$ cat src/rtl/psc_pkg.sv
// rtl/psc_pkg.sv - shared constants, FSM state type and length clamp helper for the serial collector
package psc_pkg;

    localparam int WORDS_PER_LANE = 4;
    localparam int BITS_PER_BEAT  = 2;

    typedef enum logic [1:0] {
        IDLE    = 2'd0,
        COLLECT = 2'd1,
        HOLD    = 2'd2
    } psc_state_e;

    typedef struct packed {
        logic [15:0] len;
        logic [15:0] beats;
    } psc_len_t;

    // Zero or oversize lengths mean "full word"; odd lengths round the beat count up.
    function automatic psc_len_t psc_clamp_len(input int unsigned wl, input int unsigned max_wl);
        psc_len_t    r;
        int unsigned l;
        l       = (wl == 0 || wl > max_wl) ? max_wl : wl;
        r.len   = 16'(l);
        r.beats = 16'((l + BITS_PER_BEAT - 1) / BITS_PER_BEAT);
        return r;
    endfunction

endpackage

$ cat src/rtl/psc_lane_shifter.sv
// rtl/psc_lane_shifter.sv - per-lane word assembly and tail masking; PSC_SIGN_EXT_EN selects sign extension
module psc_lane_shifter
    import psc_pkg::*;
#(
    parameter int MAX_WORD_LENGTH = 32
) (
    input  logic                                      clk,
    input  logic                                      reset,
    input  logic                                      clear,
    input  logic                                      shift_en,
    input  logic                                      finalize,
    input  logic [$clog2(MAX_WORD_LENGTH)-1:0]        beat_idx,
    input  logic [$clog2(MAX_WORD_LENGTH):0]          len,
    input  logic [7:0]                                beat_bits,
    output logic [WORDS_PER_LANE*MAX_WORD_LENGTH-1:0] data_out
);

    localparam int BW  = $clog2(MAX_WORD_LENGTH);
    localparam int WLW = BW + 1;

    logic [MAX_WORD_LENGTH-1:0]                sr_q [WORDS_PER_LANE];
    logic [MAX_WORD_LENGTH-1:0]                sr_d [WORDS_PER_LANE];
    logic [WORDS_PER_LANE*MAX_WORD_LENGTH-1:0] out_q;
    logic [WORDS_PER_LANE*MAX_WORD_LENGTH-1:0] out_d;
    logic [BW-1:0]                             bit_base;
    logic [BW-1:0]                             top_bit;
    logic                                      fill;

    assign bit_base = BW'({beat_idx, 1'b0});
    assign top_bit  = BW'(len - 1'b1);

    always_comb begin
        for (int k = 0; k < WORDS_PER_LANE; k++) begin
            sr_d[k] = sr_q[k];
            if (clear) begin
                sr_d[k] = '0;
            end else if (shift_en) begin
                sr_d[k][bit_base +: BITS_PER_BEAT] = beat_bits[k*BITS_PER_BEAT +: BITS_PER_BEAT];
            end
        end
    end

    // The output image is built from the post-beat contents so the final beat lands in the frame.
    always_comb begin
        out_d = out_q;
        fill  = 1'b0;
        if (finalize) begin
            for (int k = 0; k < WORDS_PER_LANE; k++) begin
`ifdef PSC_SIGN_EXT_EN
                fill = sr_d[k][top_bit];
`else
                fill = 1'b0;
`endif
                for (int i = 0; i < MAX_WORD_LENGTH; i++) begin
                    out_d[k*MAX_WORD_LENGTH + i] = (WLW'(i) >= len) ? fill : sr_d[k][i];
                end
            end
        end
    end

    always_ff @(posedge clk or negedge reset) begin
        if (!reset) begin
            for (int k = 0; k < WORDS_PER_LANE; k++) sr_q[k] <= '0;
            out_q <= '0;
        end else begin
            for (int k = 0; k < WORDS_PER_LANE; k++) sr_q[k] <= sr_d[k];
            out_q <= out_d;
        end
    end

    assign data_out = out_q;

endmodule

$ cat src/rtl/psc_serial_collector.sv
// rtl/psc_serial_collector.sv - serial-to-parallel frame collector top: FSM, beat counter, handshake, overrun
module psc_serial_collector
    import psc_pkg::*;
#(
    parameter int MAX_WORD_LENGTH = 32,
    parameter int LANES           = 1
) (
    input  logic                                            clk,
    input  logic                                            reset,
    input  logic                                            start,
    input  logic [$clog2(MAX_WORD_LENGTH):0]                word_length,
    input  logic                                            serial_valid,
    input  logic [8*LANES-1:0]                              serial_data_in,
    output logic                                            parallel_valid,
    input  logic                                            parallel_ready,
    output logic [WORDS_PER_LANE*MAX_WORD_LENGTH*LANES-1:0] parallel_data_out,
    output logic                                            finish,
    output logic                                            overrun
);

    localparam int BW  = $clog2(MAX_WORD_LENGTH);
    localparam int WLW = BW + 1;
    localparam int LW  = WORDS_PER_LANE * MAX_WORD_LENGTH;

    psc_state_e     state_q, state_d;
    logic [BW-1:0]  beat_q, beat_d;
    logic [BW-1:0]  last_q, last_d;
    logic [WLW-1:0] len_q, len_d;
    logic           pvalid_q, pvalid_d;
    logic           finish_q, finish_d;
    logic           overrun_q, overrun_d;
    logic           clear, shift_en, finalize;
    psc_len_t       eff;

    always_comb begin
        eff       = psc_clamp_len(32'(word_length), MAX_WORD_LENGTH);
        state_d   = state_q;
        beat_d    = beat_q;
        last_d    = last_q;
        len_d     = len_q;
        pvalid_d  = pvalid_q;
        finish_d  = 1'b0;
        overrun_d = overrun_q;
        clear     = 1'b0;
        shift_en  = 1'b0;
        finalize  = 1'b0;
        unique case (state_q)
            IDLE: begin
                if (start) begin
                    len_d     = WLW'(eff.len);
                    last_d    = BW'(eff.beats - 16'd1);
                    beat_d    = '0;
                    clear     = 1'b1;
                    overrun_d = 1'b0;
                    state_d   = COLLECT;
                end
            end
            COLLECT: begin
                // A start here abandons the partial frame without signalling finish.
                if (start) begin
                    len_d  = WLW'(eff.len);
                    last_d = BW'(eff.beats - 16'd1);
                    beat_d = '0;
                    clear  = 1'b1;
                end else if (serial_valid) begin
                    shift_en = 1'b1;
                    if (beat_q == last_q) begin
                        finalize = 1'b1;
                        pvalid_d = 1'b1;
                        state_d  = HOLD;
                    end else begin
                        beat_d = beat_q + 1'b1;
                    end
                end
            end
            HOLD: begin
                if (serial_valid) overrun_d = 1'b1;
                if (parallel_ready) begin
                    finish_d = 1'b1;
                    pvalid_d = 1'b0;
                    state_d  = IDLE;
                end
            end
            default: state_d = IDLE;
        endcase
    end

    always_ff @(posedge clk or negedge reset) begin
        if (!reset) begin
            state_q   <= IDLE;
            beat_q    <= '0;
            last_q    <= '0;
            len_q     <= WLW'(MAX_WORD_LENGTH);
            pvalid_q  <= 1'b0;
            finish_q  <= 1'b0;
            overrun_q <= 1'b0;
        end else begin
            state_q   <= state_d;
            beat_q    <= beat_d;
            last_q    <= last_d;
            len_q     <= len_d;
            pvalid_q  <= pvalid_d;
            finish_q  <= finish_d;
            overrun_q <= overrun_d;
        end
    end

    for (genvar g = 0; g < LANES; g++) begin : g_lane
        psc_lane_shifter #(
            .MAX_WORD_LENGTH(MAX_WORD_LENGTH)
        ) u_lane (
            .clk      (clk),
            .reset    (reset),
            .clear    (clear),
            .shift_en (shift_en),
            .finalize (finalize),
            .beat_idx (beat_q),
            .len      (len_q),
            .beat_bits(serial_data_in[g*8 +: 8]),
            .data_out (parallel_data_out[g*LW +: LW])
        );
    end

    assign parallel_valid = pvalid_q;
    assign finish         = finish_q;
    assign overrun        = overrun_q;

endmodule

$ cat config.mk
export PLATFORM = sky130hd
export DESIGN_NAME = psc_serial_collector
export DESIGN_NICKNAME = d
export VERILOG_FILES = /design/src/rtl/psc_pkg.sv /design/src/rtl/psc_lane_shifter.sv /design/src/rtl/psc_serial_collector.sv
export SDC_FILE = /design/constraint.sdc
export NUM_CORES = 1
export LEC_CHECK = 0
export CAP_MARGIN = 25
export CORE_UTILIZATION = 50
export DETAILED_ROUTE_END_ITERATION = 16
export GPL_ROUTABILITY_DRIVEN = 0
export PLACE_DENSITY = 0.88
export SLEW_MARGIN = 20
export SYNTH_ARGS = -nofsm -noshare
export SYNTH_HDL_FRONTEND = slang
export SYNTH_SLANG_ARGS = --single-unit
$ cat constraint.sdc
create_clock -name clk -period 2.35 [get_ports clk]
set_clock_uncertainty 0.15 [all_clocks]
set_input_delay 0.47 -clock clk [delete_from_list [all_inputs] [get_ports clk]]
set_output_delay 0.47 -clock clk [all_outputs]
set_load 0.005 [all_outputs]
Yosys cells after proc, flatten, opt, wreduce, memory -nomap -nowiden
Cells that the tools add are included.

Reductions and logical operators: 12. Shift operators: 5. Add/sub/neg operators: 5. Magnitude comparators: 33. Equal/unequal tests: 11. Muxes and demuxes: 171.

Operators with widths (number): 32-bit two-way mux (8); 1-bit two-way mux (145); 32-bit bitwise mux (4); 2-bit by 7-bit indexed part select with 32-bit output (4); 5-bit by 6-bit greater-or-equal comparator with 1-bit output, first input constant (16); 4-bit by 6-bit greater-or-equal comparator with 1-bit output, first input constant (8); 2-bit by 7-bit variable shift with 32-bit output, first input constant (1); 3-bit by 6-bit greater-or-equal comparator with 1-bit output, first input constant (4); 5-bit two-way mux (4); 1-bit by 6-bit greater-or-equal comparator with 1-bit output, first input constant (2); 2-bit by 6-bit greater-or-equal comparator with 1-bit output, first input constant (2); 2-bit inequality test, second input constant (6); 2-bit two-way mux (5); 5-bit one-hot mux with 2 select lines (1); 5-bit AND reduction (2); 5-bit negator with 7-bit output (1); 6-bit by 2-bit adder with 6-bit output, second input constant (1); 6-bit > comparator, second input constant (1); 6-bit logical NOT (1); 6-bit two-way mux (1); 3-bit inequality test, second input constant (2); 2-bit one-hot mux with 3 select lines (1); 2-bit nonzero test (3); 6-bit by 1-bit subtractor with 6-bit output, second input constant (1); 12 further kinds (13).

Input port bits: 19. Output and inout port bits: 131. Register bits after elaboration: 277. Word-level logic and storage cells: 249.

Depth between registers and ports, before layout
Depth after elaboration: 6. Depth in mapped cells: 11. Depth with buffers taken out: 7.

Modules after synthesis
Synthesis repeated with hierarchy kept, for this count alone.

Cell total of the unflattened synthesis: 1157. Area, all modules: 11842.6 sq um.

By module, submodules not included: psc_lane_shifter (sequential area each 6406.1 sq um, cells an instance 1038, instances 1, area an instance 10730.3 sq um); psc_serial_collector (sequential area each 526.8 sq um, cells an instance 119, instances 1, area an instance 1112.3 sq um).

Worst setup path before layout
OpenSTA, ideal clock, no wires.

Path type: flip-flop to flip-flop. From: reg beat_q[1]. To: reg g_lane[0].u_lane.out_q[116]. Path buffers: 4. Clock period less this slack: 2.435 ns. Arrival time: 2.155 ns. Setup slack: -0.085 ns. Library setup time: 0.130 ns. Data required time: 2.070 ns. Cell stages (with the launch flop): 12. Path through: dfrtp_1 > buf_6 > inv_1 > ha_1 > buf_2 > nor2b_4 > or3_2 > clkbuf_1 > and4_2 > buf_6 > o22ai_1 > o21ai_0.

Word-level cells in the longest chain between the ends: 6. Elaborated cells between the ends (all ways): 12. Classes of those cells: 1 x add/sub; 1 x eq/ne; 2 x shift; 8 x mux.

RTL lines: from (decl) (RTL line psc_serial_collector.sv:26) `logic [BW-1:0] beat_q, beat_d;`; from (signal assigned) (RTL line psc_serial_collector.sv:99) `beat_q <= beat_d;`; 5-bit negator with 7-bit output (RTL line psc_lane_shifter.sv:38) `sr_d[k][bit_base +: BITS_PER_BEAT] = beat_bits[k*BITS_PER_BEAT +: BITS_PER_BEAT];`; 2-bit by 7-bit indexed part select with 32-bit output or 2-bit by 7-bit variable shift with 32-bit output (tied branches) (RTL line psc_lane_shifter.sv:38); 32-bit bitwise mux (RTL line psc_lane_shifter.sv:38); 32-bit two-way mux (RTL line psc_lane_shifter.sv:37) `end else if (shift_en) begin`; 32-bit two-way mux (RTL line psc_lane_shifter.sv:35) `if (clear) begin`; 1-bit two-way mux (RTL line psc_lane_shifter.sv:55) `out_d[k*MAX_WORD_LENGTH + i] = (WLW'(i) >= len) ? fill : sr_d[k][i];`; to (signal assigned) (RTL line psc_lane_shifter.sv:67) `out_q <= out_d;`; to (decl) (RTL line psc_lane_shifter.sv:23) `logic [WORDS_PER_LANE*MAX_WORD_LENGTH-1:0] out_q;`.

Several ways; a longest one is shown, not always the timed one. A chain may end at the register's enable or synchronous reset.

Worst setup path in the final report
From: reg state_q[1]. To: reg g_lane[0].u_lane.out_q[92].

Word-level cells in the longest chain between the ends: 5. Elaborated cells between the ends (all ways): 9. Classes of those cells: 1 x eq/ne; 6 x mux; 2 x reduce/logical.

RTL lines: from (decl) (RTL line psc_serial_collector.sv:25) `psc_state_e state_q, state_d;`; from (signal assigned) (RTL line psc_serial_collector.sv:98) `state_q <= state_d;`; 2-bit by 1-bit equality test with 1-bit output or 2-bit logical NOT (tied branches) (RTL line psc_serial_collector.sv:47) `unique case (state_q)`; 1-bit two-way mux or 2-bit OR reduction (tied branches); 32-bit two-way mux or 1-bit two-way mux (tied branches); 32-bit two-way mux (RTL line psc_lane_shifter.sv:35); 1-bit two-way mux (RTL line psc_lane_shifter.sv:55).

Several ways; a longest one is shown, not always the timed one.

==> results_tabular.tex <==
\begin{tabular}{lr}
\hline
Metric & Value \\
\hline
\multicolumn{2}{l}{\textbf{Place}} \\
\quad Placed wire-length estimate & 22310 µm \\
\quad \# port buffers & 149 \\
\quad Total instance count after detailed placement & 1549 \\
\multicolumn{2}{l}{\textbf{Power}} \\
\quad Switching pwr & 2.753 mW \\
\quad Fraction of power consumed by the clock network & 0.428 \\
\quad Sequential share of power & 0.451 \\
\quad Power share of the combinational group & 0.121 \\
\quad Static Leak & 7.322 nW \\
\quad Switching share of power & 0.2512 \\
\quad Total power consumption of the routed design & 10.96 mW \\
\quad Peak supply drop & 0.5760 mV \\
\quad Power density relative to cell area & 707.3 nW/µm² \\
\quad Internal Power & 8.207 mW \\
\multicolumn{2}{l}{\textbf{Final layout}} \\
\quad Filler instances & 1552 \\
\quad N\_diodes & 0 \\
\quad Layout net count & 1307 \\
\quad Area overhead of the layout relative to synthesis & 31.84\% \\
\quad Area used by sequential logic in the layout & 6934 µm² \\
\quad Share of post-route cells with drive strength above 1 & 0.1896 \\
\quad Multi-input combinational cell area & 4588 µm² \\
\quad Layout Cells excl Fill & 1616 \\
\multicolumn{2}{l}{\textbf{Logic synthesis}} \\
\quad Yosys top cell area share & 0.5875 \\
\quad Count of yosys warnings during synthesis & 0 \\
\quad Commonest cells in the netlist & sky130\_fd\_sc\_hd\_\_dfrtp\_1 (276), sky130\_fd\_sc\_hd\_\_nand2\_1 (210), sky130\_fd\_sc\_hd\_\_mux2i\_1 (89) \\
\quad Total standard cell area after synthesis & 11760 µm² \\
\quad Cell variety after synth & 58 \\
\quad Most used flip-flop cell after synthesis & sky130\_fd\_sc\_hd\_\_dfrtp\_1 \\
\quad Number of storage elements in the synthesis netlist & 277 \\
\quad Dominant cell type by area after synthesis & sky130\_fd\_sc\_hd\_\_dfrtp\_1 \\
\quad Proportion of synthesized flip-flops having asynchronous set or reset & 1.000 \\
\quad Syn nets & 1080 \\
\quad Fraction of the yosys area taken by sequential cells & 0.5898 \\
\quad Most common cell in the synthesized netlist & sky130\_fd\_sc\_hd\_\_dfrtp\_1 \\
\quad Cell types occupying the most area after synthesis & sky130\_fd\_sc\_hd\_\_dfrtp\_1 (59\%), sky130\_fd\_sc\_hd\_\_mux2i\_1 (7.6\%), sky130\_fd\_sc\_hd\_\_nand2\_1 (6.7\%) \\
\quad Mapped Cells & 1055 \\
\quad Number of enable-type register cells in the synthesized netlist & 0 \\
\quad Syn\_area\_per\_cell & 11.14 µm² \\
\multicolumn{2}{l}{\textbf{STA}} \\
\quad Number of failing setup endpoints in the final timing report & 1 \\
\quad Final max-slew violation count & 0 \\
\quad Measured slew at the worst slew-check pin & 972.7 ps \\
\quad Setup TNS & -32.23 ps \\
\quad Min Clock Period, post-route & 2382 ps \\
\quad Number of failing hold endpoints at the final stage & 0 \\
\quad Slew headroom & 0.3460 \\
\quad Unrepaired setup endpoints after global routing & yes \\
\quad FMAX & 419.8 MHz \\
\quad Share of the cycle needed by the critical path after routing & 1.014 \\
\quad Fin worst setup slack & -32.23 ps \\
\multicolumn{2}{l}{\textbf{Job}} \\
\quad MaxCap Viol Count & 0 \\
\multicolumn{2}{l}{\textbf{Floorplan}} \\
\quad Initial core utilization & 0.5145 \\
\quad Die H & 155.3 µm \\
\quad \# rows & 55 \\
\quad Core Area & 22850 µm² \\
\quad IO Pins & 150 \\
\quad Overall die width & 155.3 µm \\
\quad Die Outline Area & 24130 µm² \\
\multicolumn{2}{l}{\textbf{Clock tree}} \\
\quad Number of buffers added by the clock tree synthesis step & 28 \\
\quad Clock insertion delay at the later pin of the skew report & 540 ps \\
\quad TritonCTS clock tree & done \\
\quad Maximum clock path buffer count & 3 \\
\quad Clock-pin slew on the worst setup and hold paths & 60 ps \\
\quad Clk sink count & 277 \\
\quad Root Buffer Master & sky130\_fd\_sc\_hd\_\_clkbuf\_16 \\
\quad H-tree depth reported by CTS & 1 \\
\multicolumn{2}{l}{\textbf{Detailed routing}} \\
\quad DRC viols & 0 \\
\quad Initial DRC count & 701 \\
\quad Post-DR wirelength/cell & 20.75 µm \\
\quad Total wire length after detailed routing & 33540 µm \\
\quad Number of iterations in the first detailed-routing pass & 5 \\
\quad Via count of the routed design & 9306 \\
\quad Number of nets still failing antenna checks after routing & 0 \\
\quad Post-DR vias/cell & 5.759 \\
\multicolumn{2}{l}{\textbf{Setup path}} \\
\quad Master of the slowest instance on the critical path & sky130\_fd\_sc\_hd\_\_dfrtp\_1 \\
\quad CP max stage delay & 470 ps \\
\quad Largest driver fanout on the critical path & 6 \\
\quad Worst setup slack for register-to-register paths & -30 ps \\
\quad Critical path required time & 2630 ps \\
\quad Critical Path, Cell by Cell & and4bb\_2 -> nand2\_1 -> nor3\_4 -> o31ai\_1 -> o21ai\_0 \\
\quad Critical Path Start Type & flip-flop \\
\quad Crit end category & flip-flop \\
\quad Start point of the critical path & state\_q[1] \\
\quad Kind of critical path & reg -> reg \\
\quad Startpoint of the most critical register-to-register path & state\_q[1] \\
\quad Data arrival, critical path & 2660 ps \\
\multicolumn{2}{l}{\textbf{Global routing}} \\
\quad Overall global routing resource usage & 0.2765 \\
\quad Number of antenna violations at the first check in global routing & 0 \\
\quad Wire length of the first global-routing pass & 51630 µm \\
\quad Pin count of the biggest net entering global routing & 65 \\
\quad Number of global-route vias before repair & 9444 \\
\quad Residual overflow from global routing & 0 \\
\multicolumn{2}{l}{\textbf{Hold path}} \\
\quad Class of the most critical hold timing path & in -> async \\
\multicolumn{2}{l}{\textbf{Run status}} \\
\quad Violated checks & setup timing \\
\quad Outcome & finished with violations \\
\hline
\end{tabular}
-- worst max-delay path: cells and delay by family, from the launching register on --
| kind | cells | cell delay (ps) |
|---|---|---|
| DFF | 1 | 470 |
| and+or+nand+nor | 3 | 1050 |
| AOI/OAI and AO/OA | 2 | 610 |
-- stage by stage --
| stage | hold slack [ps] | setup slack [ps] | instance area, µm² | util |
|---|---|---|---|---|
| 2_1_floorplan | 24.41 | -18.34 | 11780 | - |
| 3_3_place_gp | 304.5 | -211.3 | 14230 | 0.6228 |
| 3_5_place_dp | 300.8 | -344.9 | 14230 | 0.6228 |
| 4_1_cts | 331.1 | 33.32 | 15250 | 0.6676 |
| 5_1_grt | 361.7 | -57.69 | 15500 | 0.6783 |
| 6_report | 310.6 | -32.23 | 15500 | 0.6783 |
-- placed cells by master, fill, tap and decap left out, types with 29 or more instances in the layout --
master                            netlist  routed
sky130_fd_sc_hd__nor2_1                88      88
sky130_fd_sc_hd__mux2i_1               89      78
sky130_fd_sc_hd__clkdlybuf4s50_1        0     148
sky130_fd_sc_hd__a22o_1                56      56
sky130_fd_sc_hd__o21ai_1               29      31
sky130_fd_sc_hd__nand2_1              210     209
sky130_fd_sc_hd__buf_4                  0      86
sky130_fd_sc_hd__dfrtp_1              276     275
sky130_fd_sc_hd__o21ai_0               60      58
sky130_fd_sc_hd__clkbuf_16              0      29
-- cell type report --
cell class / instances / area share
Clock inverter: 12 / 0.009042
Multi-Input combinational cell: 695 / 0.2961
Sequential cell: 277 / 0.4474
Timing Repair Buffer: 257 / 0.1622
Tap cell: 313 / 0.02527
Clock buffer: 39 / 0.05442
Inverter: 23 / 0.005571
-- cells by family (layout without fill, tap and decap cells) --
group                    count (synthesis)  after routing  synth area share
buffers and inverters                   83            331           0.03417
AO/OA/AOI/OAI                          181            181            0.1006
flip-flops                             277            277            0.5898
XOR/XNOR                                17             17           0.01490
adder cells (fa/ha/maj)                  6              6          0.006386
multiplexers                           123            123            0.1118
AND/OR/NAND/NOR                        368            368            0.1424
-- per-layer routing --
layer / global-route usage / up-vias / share of wire
met2: 0.4410 / 512 / 0.48
met3: 0.05070 / 101 / 0.091
met1: 0.3743 / 4638 / 0.40
met4: 0.1148 / 0 / 0.037
met5: 0 / - / 0
li1: - / 4055 / -
-- final timing paths --
check	to	cells after the start
worst max-delay path	g_lane[0].u_lane.data_out[92]	5
worst min-delay path	g_lane[0].u_lane.sr_q[36]	2
worst max register to register	g_lane[0].u_lane.data_out[92]	5
worst min register to register	g_lane[0].u_lane.data_out[24]	2
max in group asynchronous	g_lane[0].u_lane.data_out[84]	3
min in group clk	g_lane[0].u_lane.data_out[24]	2
-- repair_timing --
item	CTS	global route
gates resized for setup	6	31
hold buffers	1	0
setup endpoints to repair	98	69
pin swaps	0	5
cloned	0	1
hold endpoints to repair	56	0
setup buffers	0	14
-- power groups by stage --
stage / Combinational, mW / Sequential (mW) / Clock (mW)
4_1_cts: 1.20 / 4.93 / 4.73
5_1_grt: 1.41 / 4.95 / 4.92
2_1_floorplan: 0.631 / 4.99 / 0
3_5_place_dp: 1.16 / 5.02 / 0
6_report: 1.33 / 4.94 / 4.69
3_3_place_gp: 1.13 / 5.01 / 0
-- state kept, by name (all words and copies together), names as in the netlist --
register / flops
last_q: 5
overrun: 1
beat_q: 5
len_q: 6
finish: 1
g_lane.u_lane.sr_q: 128
parallel_valid: 1
g_lane.u_lane.data_out: 128
state_q: 2
(Power assumes the default switching activity.)
